### config.mk
export PLATFORM = sky130hd
export DESIGN_NAME = abs_neg_pipe
export DESIGN_NICKNAME = d
export VERILOG_FILES = /design/src/rtl/abs_neg_pkg.sv /design/src/rtl/cond_negate.sv /design/src/rtl/abs_neg_pipe.sv
export SDC_FILE = /design/constraint.sdc
export NUM_CORES = 1
export LEC_CHECK = 0
export CAP_MARGIN = 10
export CORE_UTILIZATION = 38
export CTS_BUF_LIST = sky130_fd_sc_hd__clkbuf_4 sky130_fd_sc_hd__clkbuf_8 sky130_fd_sc_hd__clkbuf_16
export CTS_CLUSTER_SIZE = 28
export DETAILED_ROUTE_END_ITERATION = 6
export PLACE_DENSITY = 0.84
export SYNTH_ARGS = -nofsm -noshare
export SYNTH_HDL_FRONTEND = slang
export SYNTH_SLANG_ARGS = --single-unit
### constraint.sdc
create_clock -name clk_i -period 2.5 [get_ports clk_i]
set_input_delay 0.5 -clock clk_i [delete_from_list [all_inputs] [get_ports clk_i]]
set_output_delay 0.5 -clock clk_i [all_outputs]
set_load 0.01 [all_outputs]
### src/rtl/abs_neg_pkg.sv
// Shared types and constants for the conditional-negation datapath.
package abs_neg_pkg;

  typedef enum logic [1:0] {
    OP_PASS = 2'd0,
    OP_NEG  = 2'd1,
    OP_ABS  = 2'd2,
    OP_NABS = 2'd3
  } op_e;

  localparam int MAX_WIDTH = 64;

  // Most-negative two's-complement value of a given width, LSB-aligned in a wide word.
  function automatic logic [MAX_WIDTH-1:0] min_neg(input int width);
    min_neg = 64'd1 << (width - 1);
  endfunction

  function automatic logic [MAX_WIDTH-1:0] max_pos(input int width);
    max_pos = min_neg(width) - 64'd1;
  endfunction

endpackage

### src/rtl/cond_negate.sv
// Combinational A / -A / |A| / -|A| with prefix-AND increment and optional clamp.
// Zero latency, no flow control: purely a function of a_i and op_i.
module cond_negate
  import abs_neg_pkg::*;
#(
  parameter int Width    = 8,
  parameter int Speed    = 1,
  parameter bit Saturate = 1'b0
) (
  input  logic [Width-1:0] a_i,
  input  logic [1:0]       op_i,
  output logic [Width-1:0] z_o,
  output logic             ovf_o,
  output logic             zero_o
);

  localparam int Levels = $clog2(Width);
  localparam logic [Width-1:0] MIN_NEG = Width'(min_neg(Width));
  localparam logic [Width-1:0] MAX_POS = Width'(max_pos(Width));

  op_e              w_op;
  logic             w_neg;
  logic [Width-1:0] w_inv;
  logic [Width-1:0] w_pre;
  logic [Width-1:0] w_carry;
  logic [Width-1:0] w_sum;

  assign w_op = op_e'(op_i);

  always_comb begin
    w_neg = 1'b0;
    case (w_op)
      OP_PASS: w_neg = 1'b0;
      OP_NEG:  w_neg = 1'b1;
      OP_ABS:  w_neg = a_i[Width-1];
      OP_NABS: w_neg = ~a_i[Width-1] & (a_i != '0);
      default: w_neg = 1'b0;
    endcase
  end

  assign w_inv = a_i ^ {Width{w_neg}};

  // w_pre[i] = &w_inv[i:0]; in-place updates never read a bit written in the same level.
  always_comb begin
    w_pre = w_inv;
    if (Speed == 0) begin
      for (int i = 1; i < Width; i++) w_pre[i] = w_pre[i] & w_pre[i-1];
    end else if (Speed == 1) begin
      for (int l = 0; l < Levels; l++)
        for (int i = 0; i < Width; i++)
          if (((i + 1) % (2 << l)) == 0) w_pre[i] = w_pre[i] & w_pre[i - (1 << l)];
      for (int l = Levels - 1; l >= 0; l--)
        for (int i = 0; i < Width; i++)
          if (i >= (2 << l) && ((i + 1) % (2 << l)) == (1 << l))
            w_pre[i] = w_pre[i] & w_pre[i - (1 << l)];
    end else begin
      for (int l = 0; l < Levels; l++)
        for (int i = 0; i < Width; i++)
          if (((i >> l) & 1) == 1) w_pre[i] = w_pre[i] & w_pre[((i >> l) << l) - 1];
    end
  end

  assign w_carry = {w_pre[Width-2:0] & {(Width-1){w_neg}}, w_neg};
  assign w_sum   = w_inv ^ w_carry;
  assign ovf_o   = w_neg & (a_i == MIN_NEG);

  always_comb begin
    z_o = w_sum;
    if (Saturate && ovf_o) z_o = MAX_POS;
  end

  assign zero_o = (z_o == '0);

endmodule

### src/rtl/abs_neg_pipe.sv
// Streaming conditional negation; Stages register slices delay {z, ovf, zero}, 0 = combinational.
// Latency Stages cycles; full-rate backpressure, ready ripples combinationally from out_ready_i.
module abs_neg_pipe
  import abs_neg_pkg::*;
#(
  parameter int Width    = 8,
  parameter int Speed    = 1,
  parameter int Stages   = 1,
  parameter bit Saturate = 1'b0
) (
  input  logic             clk_i,
  input  logic             rst_ni,
  input  logic             in_valid_i,
  output logic             in_ready_o,
  input  logic [1:0]       op_i,
  input  logic [Width-1:0] a_i,
  output logic             out_valid_o,
  input  logic             out_ready_i,
  output logic [Width-1:0] z_o,
  output logic             ovf_o,
  output logic             zero_o
);

  typedef struct packed {
    logic [Width-1:0] z;
    logic             ovf;
    logic             zero;
  } payload_t;

  logic [Width-1:0] w_z;
  logic             w_ovf;
  logic             w_zero;
  payload_t         w_pay;

  cond_negate #(
    .Width   (Width),
    .Speed   (Speed),
    .Saturate(Saturate)
  ) u_cond_negate (
    .a_i   (a_i),
    .op_i  (op_i),
    .z_o   (w_z),
    .ovf_o (w_ovf),
    .zero_o(w_zero)
  );

  assign w_pay = '{z: w_z, ovf: w_ovf, zero: w_zero};

  if (Stages == 0) begin : g_comb
    assign in_ready_o          = out_ready_i;
    assign out_valid_o         = in_valid_i;
    assign {z_o, ovf_o, zero_o} = w_pay;
  end else begin : g_regs
    logic [Stages-1:0] r_vld;
    payload_t          r_pay     [Stages];
    logic [Stages:0]   w_rdy;
    logic [Stages-1:0] w_src_vld;
    payload_t          w_src_pay [Stages];

    // An empty stage always accepts, so bubbles collapse under a downstream stall.
    always_comb begin
      w_rdy[Stages] = out_ready_i;
      for (int k = Stages - 1; k >= 0; k--) w_rdy[k] = ~r_vld[k] | w_rdy[k+1];
      w_src_vld[0] = in_valid_i;
      w_src_pay[0] = w_pay;
      for (int k = 1; k < Stages; k++) begin
        w_src_vld[k] = r_vld[k-1];
        w_src_pay[k] = r_pay[k-1];
      end
    end

    always_ff @(posedge clk_i) begin
      if (!rst_ni) begin
        r_vld <= '0;
        for (int k = 0; k < Stages; k++) r_pay[k] <= '0;
      end else begin
        for (int k = 0; k < Stages; k++) begin
          if (w_rdy[k]) begin
            r_vld[k] <= w_src_vld[k];
            if (w_src_vld[k]) r_pay[k] <= w_src_pay[k];
          end
        end
      end
    end

    assign in_ready_o           = w_rdy[0];
    assign out_valid_o          = r_vld[Stages-1];
    assign {z_o, ovf_o, zero_o} = r_pay[Stages-1];
  end

endmodule

### Yosys cells after proc, flatten, opt, wreduce, memory -nomap -nowiden

Memories as Yosys holds them, arrays and structs flattened.
Index checks and enable logic that the tools add are counted.

| operators by class | value |
|---|---|
| equality and inequality tests | 4 |
| reduce and logical (&&, ||, !) cells | 4 |
| bitwise gates (word level) | 16 |
| muxes and demuxes | 8 |

Operators by type and width:

| cell | number |
|---|---|
| XOR 8 bit | 2 |
| AND 1 bit | 10 |
| two-way mux 10 bit | 1 |
| OR reduction 10 bit | 1 |
| == test 8 bit, second input constant | 1 |
| zero test 8 bit | 1 |
| nonzero test 8 bit | 1 |
| AND 7 bit | 1 |
| two-way mux 1 bit | 6 |
| == test 2 bit, second input constant | 2 |
| one-hot mux 1 bit (4 select lines) | 1 |
| == test 2 x 1 -> 1 bit, second input constant | 1 |
| zero test 2 bit | 1 |
| NOT 1 bit | 2 |
| bitwise OR 1 bit | 1 |

| word-level totals | value |
|---|---|
| logic and storage cells | 34 |
| flip-flop bits (word level) | 1 |
| memories | 1 |
| input port bits | 14 |
| RAM bits | 10 |

Memory list:

| memory | words | width | rd ports | clocked after Yosys merged registers in | write ports | line | text |
|---|---|---|---|---|---|---|---|
| g_regs.r_pay | 1 | 10 | 1 | 0 | 1 | abs_neg_pipe.sv:55 | `payload_t r_pay [Stages];` |

### Longest topological paths before layout

Gate-level depths: netlist of the first run.

| depth | value |
|---|---|
| word-level depth | 12 |
| mapped depth | 10 |
| gate-level depth less buffers | 10 |

### Hierarchy

A second synthesis of the first run with hierarchy kept.

| second synthesis, totals | value |
|---|---|
| cells, all modules | 79 |
| area, all modules | 867.1 µm² |

Modules (own cells, without submodules):

| module | seq. area each (µm²) | area each (µm²) | instances | cells an instance |
|---|---|---|---|---|
| abs_neg_pipe | 320.3 | 501.7 | 1 | 28 |
| cond_negate | 0.0 | 365.4 | 1 | 51 |

### Least setup slack after synthesis of the first run

No wires, ideal clock.

| path | value |
|---|---|
| kind | input to register |
| from | in a_i[6] |
| to | mem g_regs.r_pay[0][7] (netlist bit), data pin |
| arrival time | 2.311 ns |
| stages | 9 |
| setup slack | -0.076 ns |
| required time | 2.235 ns |
| cell sequence | nor4_4 a21oi_2 nor2_2 inv_1 ha_1 or3_1 o32ai_1 xor2_1 nor2_1 |

| on the way | value |
|---|---|
| cells in the longest elaborated chain, start to end | 10 |
| elaborated cells on any way between the ends | 11 |

RTL lines:

| what | line | text |
|---|---|---|
| from (decl) | abs_neg_pipe.sv:16 | `input logic [Width-1:0] a_i,` |
| nonzero test 8 bit (*) | cond_negate.sv:36 | `OP_NABS: w_neg = ~a_i[Width-1] & (a_i != '0);` |
| AND 1 bit (*) | cond_negate.sv:36 |  |
| one-hot mux 1 bit (4 select lines) (*) | cond_negate.sv:32 | `case (w_op)` |
| XOR 8 bit | cond_negate.sv:41 | `assign w_inv = a_i ^ {Width{w_neg}};` |
| AND 1 bit (2 in series) | cond_negate.sv:51 | `if (((i + 1) % (2 << l)) == 0) w_pre[i] = w_pre[i] & w_pre[i - (1 << l)];` |
| AND 1 bit | cond_negate.sv:55 | `w_pre[i] = w_pre[i] & w_pre[i - (1 << l)];` |
| AND 7 bit | cond_negate.sv:63 | `assign w_carry = {w_pre[Width-2:0] & {(Width-1){w_neg}}, w_neg};` |
| XOR 8 bit (*) | cond_negate.sv:64 | `assign w_sum = w_inv ^ w_carry;` |
| two-way mux 10 bit (no line) (*) | n/a |  |
| to (decl) | abs_neg_pipe.sv:55 |  |

Every way passes the cells marked *; elsewhere a longest branch is shown, timed or not.

### Worst setup path in the final report of the first run

| path | value |
|---|---|
| from | in a_i[0] |
| to | mem g_regs.r_pay[0][7] (netlist bit), data pin |

| on the way | value |
|---|---|
| cells in the longest elaborated chain, start to end | 10 |
| elaborated cells on any way between the ends | 11 |

RTL lines:

| what | line |
|---|---|
| nonzero test 8 bit | cond_negate.sv:36 |
| AND 1 bit | cond_negate.sv:36 |
| one-hot mux 1 bit (4 select lines) | cond_negate.sv:32 |
| XOR 8 bit | cond_negate.sv:41 |
| AND 1 bit (2 in series) | cond_negate.sv:51 |
| AND 1 bit | cond_negate.sv:55 |
| AND 7 bit | cond_negate.sv:63 |
| XOR 8 bit (*) | cond_negate.sv:64 |
| two-way mux 10 bit (no line) (*) | n/a |

Marks and branches as above.

==> results of run 1 <==
[repair_timing]
| action | CTS | global route |
|---|---|---|
| gates resized for setup | 10 | 5 |
| buffers inserted | 1 | 3 |
| endpoints found under the setup margin | 6 | 4 |
| pin swaps | 5 | 4 |
| gates cloned | 0 | 0 |
[registers in the layout (all words and copies together), names as in the netlist]
register / count
g_regs.r_pay: 10
out_valid_o: 1
[report_power, final]
part	total [uW]	internal (uW)	switching, uW
logic	188	102	86.1
registers	222	218	3.92
clock network	134	72.8	60.7
[Yosys cell counts (all sizes together), types with 2 or more instances]
cell type	number
xnor2	3
nand2b	2
o22ai	3
xor2	7
nor2	11
inv	3
nor3	5
nand2	7
nand3	2
o21ai	2
edfxtp	10
[cell usage in the layout, fill, tap and decap left out, types with 2 or more instances in the layout]
cell and count:
xor2_1 7, dlymetal6s2s_1 2, xnor2_1 3, nor3_1 3, nand2_1 6, nor2_1 10
clkbuf_4 4, dlygate4sd2_1 8, clkdlybuf4s50_1 15, inv_1 3, nand3_1 2, buf_4 22
edfxtp_1 10, o22ai_1 3
[final cells by class]
type	instances	area [um^2]
inverters	3	11.3
multi-input cells	53	434
repair buffers	47	410
clock buffers	4	30.0
flip-flops and latches	11	320
well taps	25	31.3
fillers	143	489
[through the flow]
| stage | area (um^2) | cells |
|---|---|---|
| 3_3_place_gp | 1140 | 135 |
| 5_1_grt | 1240 | 143 |
| 4_1_cts | 1190 | 140 |
| 2_1_floorplan | 727 | 67 |
| 3_5_place_dp | 1140 | 135 |
| 6_report | 1240 | 143 |
[layer usage]
| metal | GRT usage (%) | vias to the layer above |
|---|---|---|
| met5 | 0 | - |
| met4 | 10.9 | 0 |
| met3 | 2.40 | 5 |
| met2 | 34.5 | 39 |
| met1 | 19.1 | 331 |
| li1 | - | 346 |
[cell families after synthesis]
family	after synthesis	synth area share [%]
AND/OR/NAND/NOR	30	23.4
buffers and inverters	3	1.60
AO/OA/AOI/OAI	11	11.9
XOR/XNOR	10	12.5
adder cells (fa/ha/maj)	1	1.78
multiplexers	1	3.21
flip-flops	11	45.6
[how the worst max path moves through the flow]
| stage | start | end | slack, ns |
|---|---|---|---|
| final | a_i[0] | g_regs.r_pay[0][7]$_SDFFCE_PN0P_ | 0.10 |
| after global placement | a_i[0] | g_regs.r_pay[0][7]$_SDFFCE_PN0P_ | -0.40 |
| after global routing | a_i[0] | g_regs.r_pay[0][0]$_SDFFCE_PN0P_ | -0.06 |
| after floorplan | a_i[0] | g_regs.r_pay[0][7]$_SDFFCE_PN0P_ | 0.002 |
| after CTS | a_i[7] | g_regs.r_pay[0][7]$_SDFFCE_PN0P_ | 0.01 |
| after detailed placement | a_i[0] | g_regs.r_pay[0][7]$_SDFFCE_PN0P_ | -0.47 |
[critical path, stage by stage]
cell and delay (ns):
dlygate4sd2_1 0.27, nor4_4 0.35, a21oi_4 0.10, nor2_4 0.09
inv_1 0.07, ha_4 0.22, or3_4 0.36, o32ai_4 0.22
xor2_1 0.17, nor2_1 0.06
==> results.sh, run 1 <==
export IMPL_min_delay_start="out_valid_o$_SDFFE_PN0N_"
export IMPL_synth_yosys_seq_area_share_pct=45.6
export IMPL_async_flop_share_pct=0
export IMPL_r2r_cells=4
export IMPL_status="complete, no violations"
export IMPL_end_kind="register"
export IMPL_wl_met2_um=1040
export IMPL_fin_skew_ns=0.00412
export IMPL_root_buffer="clkbuf_4"
export IMPL_r2r_start="out_valid_o$_SDFFE_PN0N_"
export IMPL_remaining_drc_errors=0
export IMPL_path_class="in -> reg"
export IMPL_grt_overflow_total=0
export IMPL_yosys_area_top_type_share_pct=42.8
export IMPL_finalSetupViolCount=0
export IMPL_grt_pass1_wl_um=2590
export IMPL_syn_num_nets=82
export IMPL_drtIter0Drc=17
export IMPL_synth_ff_type="edfxtp_1"
export IMPL_whs_path_depth=2
export IMPL_clkSinkCount=11
export IMPL_dpl_worst_slack_ns=-0.473
export IMPL_die_area_um2=2020
export IMPL_ctsHoldBuffers=0
export IMPL_grt_pass1_vias=628
export IMPL_die_h_um=45.0
export IMPL_vdd_ir_drop_max_v=0.000198
export IMPL_synth_area_top_cells="edfxtp_1, xor2_1, nor2_1"
export IMPL_fmaxAchievable_mhz=417
export IMPL_cts_buffers=3
export IMPL_fin_nets=134
export IMPL_top_layer="met4"
export IMPL_final_util_pct=71.7
export IMPL_rr_endpoint="g_regs.r_pay[0][0]$_SDFFCE_PN0P_"
export IMPL_vias=721
export IMPL_ant_nets=0
export IMPL_wirelength_um=1870
export IMPL_finalMaxSlewViolations=0
export IMPL_grtUsageTotal_pct=18.4
export IMPL_tns_ns=0
export IMPL_core_um2=1730
export IMPL_arrival_ns=2.42
export IMPL_timing_reg2reg_setup_slack_ns=1.19
export IMPL_synth_area_um2=702
export IMPL_p_per_area_nw_per_um2=439
export IMPL_rsz0062_at_grt="yes"
export IMPL_portBuffers=25
export IMPL_synth_edf_count=10
export IMPL_hpwl_um=1400
export IMPL_antenna_found_initial=0
export IMPL_worstSkewPairLatency_ns=0.28
export IMPL_routedLengthMet1_um=683
export IMPL_grt_max_degree=11
export IMPL_synth_cell_types=26
export IMPL_start_util_pct=40.7
export IMPL_gp_congestion=0.866
export IMPL_period_share_pct=95.9
export IMPL_timing_final_ws_setup_ns=0.103
export IMPL_drive_gt1_share_pct=32.2
export IMPL_cts_buffer_depth=2
export IMPL_syn_inst=67
export IMPL_holdPathEnd="out_valid_o$_SDFFE_PN0N_"
export IMPL_drt_pass1_iter_count=4
export IMPL_worst_slew_pin_slew_ns=0.400
export IMPL_cts_tree="done"
export IMPL_rows=15
export IMPL_dr_wl_met3_um=100
export IMPL_hp_class="reg -> reg"
export IMPL_fp_dieW_um=45.0
export IMPL_final_min_clock_period_ns=2.40
export IMPL_pin_count=26
export IMPL_synth_area_leader_cell="edfxtp_1"
export IMPL_ys_warn_count=0
export IMPL_relSlewSlack_pct=73.3
export IMPL_ys_seq_elements=11
export IMPL_hold_viol_final=0
export IMPL_cts_max_level=1
export IMPL_power_uw=543
export IMPL_cap_viol_max_count=0
export IMPL_routed_via_density=5.04
export IMPL_clk_pin_slew_ns=0.07
export IMPL_insertedDiodeCount=0
export IMPL_wl_per_cell_um=13.1
export IMPL_required_ns=2.52
export IMPL_power_leakage_uw=0.000527
export IMPL_syn_to_final_growth_pct=76.3
export IMPL_crit_path_start_kind="input port"
export IMPL_avgSynthCellArea_um2=10.5
export IMPL_whs_ns=0.570
export IMPL_crit_fanout=4
(Power assumes the default switching activity.)
==> run 2, diff against run 1 <==
--- a/config.mk
+++ b/config.mk
@@ -11,6 +11,7 @@
 export CTS_CLUSTER_SIZE = 28
 export DETAILED_ROUTE_END_ITERATION = 6
 export PLACE_DENSITY = 0.84
+export SETUP_SLACK_MARGIN = 0.3
 export SYNTH_ARGS = -nofsm -noshare
 export SYNTH_HDL_FRONTEND = slang
 export SYNTH_SLANG_ARGS = --single-unit
==> run 2 against run 1 <==
- critical path depth did not move
- maximum frequency increased by 4.7%
- total power grew 0.66%
- global-route usage increased by 2.5 points
- sequential cell count stayed put
- worst hold slack improved by 0.027 ns
- worst setup slack improved by 0.11 ns
- die area is the same
- count of clock-buffer cells in the layout is the same
- sequential power about the same
- sequential share of layout area is 1.1 points lower
- cell count up 4.2%
- critical path type unchanged
- critical endpoint unchanged
- highest routed layer unchanged
==> results.sh, run 2 (synthesis gave the netlist of run 1 again) <==
export IMPL_die_area_um2=2020
export IMPL_hpwl_um=1320
export IMPL_cts_buffer_depth=2
export IMPL_power_uw=547
export IMPL_relSlewSlack_pct=73.1
export IMPL_end_kind="register"
export IMPL_grt_overflow_total=0
export IMPL_nFillCells=132
export IMPL_hp_class="reg -> reg"
export IMPL_final_cell_mix="buf_4, clkdlybuf4s50_1, nor2_1, edfxtp_1, xor2_1"
export IMPL_gr_usage_met2_pct=39.1
export IMPL_grt_most_used_layer="met2"
export IMPL_vdd_ir_drop_max_v=0.000213
export IMPL_vias=712
export IMPL_hold_viol_final=0
export IMPL_required_ns=2.50
export IMPL_grt_max_degree=11
export IMPL_period_share_pct=91.6
export IMPL_start_util_pct=40.7
export IMPL_whs_ns=0.597
export IMPL_gp_congestion=0.879
export IMPL_dpl_worst_slack_ns=-0.402
export IMPL_path_class="in -> reg"
export IMPL_fp_dieW_um=45.0
export IMPL_timing_final_ws_setup_ns=0.211
export IMPL_die_h_um=45.0
export IMPL_antenna_found_initial=0
export IMPL_core_um2=1730
export IMPL_wl_per_cell_um=12.8
export IMPL_crit_fanout=2
export IMPL_arrival_ns=2.29
export IMPL_grt_pass1_wl_um=2980
export IMPL_final_min_clock_period_ns=2.29
export IMPL_finalSetupViolCount=0
export IMPL_pin_count=26
export IMPL_met1_usage_pct=21.8
export IMPL_cts_tree="done"
export IMPL_final_common_cell="buf_4"
export IMPL_cts_buffers=3
export IMPL_finalMaxSlewViolations=0
export IMPL_p_per_area_nw_per_um2=423
export IMPL_drtIter0Drc=19
export IMPL_root_buffer="clkbuf_4"
export IMPL_cts_max_level=1
export IMPL_fmaxAchievable_mhz=437
export IMPL_crit_path_start_kind="input port"
export IMPL_grt_pass1_vias=702
export IMPL_fin_skew_ns=0.000717
export IMPL_ant_nets=0
export IMPL_remaining_drc_errors=0
export IMPL_largest_register="g_regs.r_pay"
export IMPL_routed_via_density=4.78
export IMPL_cap_viol_max_count=0
export IMPL_clk_pin_slew_ns=0.06
export IMPL_portBuffers=25
export IMPL_insertedDiodeCount=0
export IMPL_status="complete, no violations"
export IMPL_use_met3_pct=1.60
export IMPL_grtUsageTotal_pct=20.8
export IMPL_largest_register_ffs=10
export IMPL_clkSinkCount=11
export IMPL_fin_nets=140
export IMPL_power_leakage_uw=0.000547
export IMPL_wirelength_um=1910
export IMPL_drive_gt1_share_pct=46.0
export IMPL_worst_slew_pin_slew_ns=0.403
export IMPL_rsz0062_at_grt="yes"
export IMPL_drt_pass1_iter_count=4
export IMPL_worstSkewPairLatency_ns=0.26
export IMPL_syn_to_final_growth_pct=84.0
export IMPL_rows=15
==> run 2: cell count changes in the layout (fill, tap and decap cells not counted), sizes merged <==
cell,previous run,this run
buf,22,34
clkdlybuf4s15,0,1
dlygate4sd2,8,2
clkbuf,4,5
dlymetal6s2s,2,0
==> run 2: metrics by stage <==
stage	utilization, %	area, um^2	cells	TNS, ns
finish	74.8	1290	149	0
detailed placement	66.0	1140	132	-2.01
global placement	66.0	1140	132	-1.66
floorplan	-	746	67	0
CTS	72.8	1260	147	0
global route	74.8	1290	149	0
==> run 2: final cells by class <==
type,count,area [um^2],share of cell area (%)
inverters,3,11.3,0.872
flip-flops and latches,11,320,24.8
multi-input cells,53,462,35.8
repair buffers,53,437,33.8
clock buffers,4,30.0,2.33
well taps,25,31.3,2.42
==> run 2: metal layers <==
metal	part of all wire, %	vias to the layer above
met2	57	29
met3	3.9	4
met5	0	-
met1	37	321
li1	-	358
met4	2.4	0
==> run 2: worst max-delay path, cell delays in order <==
cell	delay, ns
buf_6	0.10
nor4_4	0.33
a21oi_4	0.10
nor2_4	0.13
inv_2	0.05
ha_4	0.21
or3_4	0.35
o32ai_4	0.23
xor2_1	0.22
nor2_1	0.06
==> run 2: what timing repair did <==
item	4_1_cts	5_1_grt
resized for setup	40	4
gates cloned	0	0
buffers inserted	11	2
hold buffers	0	0
endpoints found under the setup margin	7	7
pin swaps	10	12
==> run 2: worst paths after layout <==
path / start / end / depth (start not counted) / slack (ns)
min reg2reg: out_valid_o$_SDFFE_PN0N_ / out_valid_o$_SDFFE_PN0N_ / 2 / 0.60
max reg2reg: out_valid_o$_SDFFE_PN0N_ / g_regs.r_pay[0][0]$_SDFFCE_PN0P_ / 4 / 1.13
min: out_valid_o$_SDFFE_PN0N_ / out_valid_o$_SDFFE_PN0N_ / 2 / 0.60
max: a_i[2] / g_regs.r_pay[0][7]$_SDFFCE_PN0P_ / 10 / 0.21
==> run 2: report_power, final <==
group          internal, uW  switching [uW]
combinational           109            91.7
clock                  72.4            52.5
sequential              218            3.76
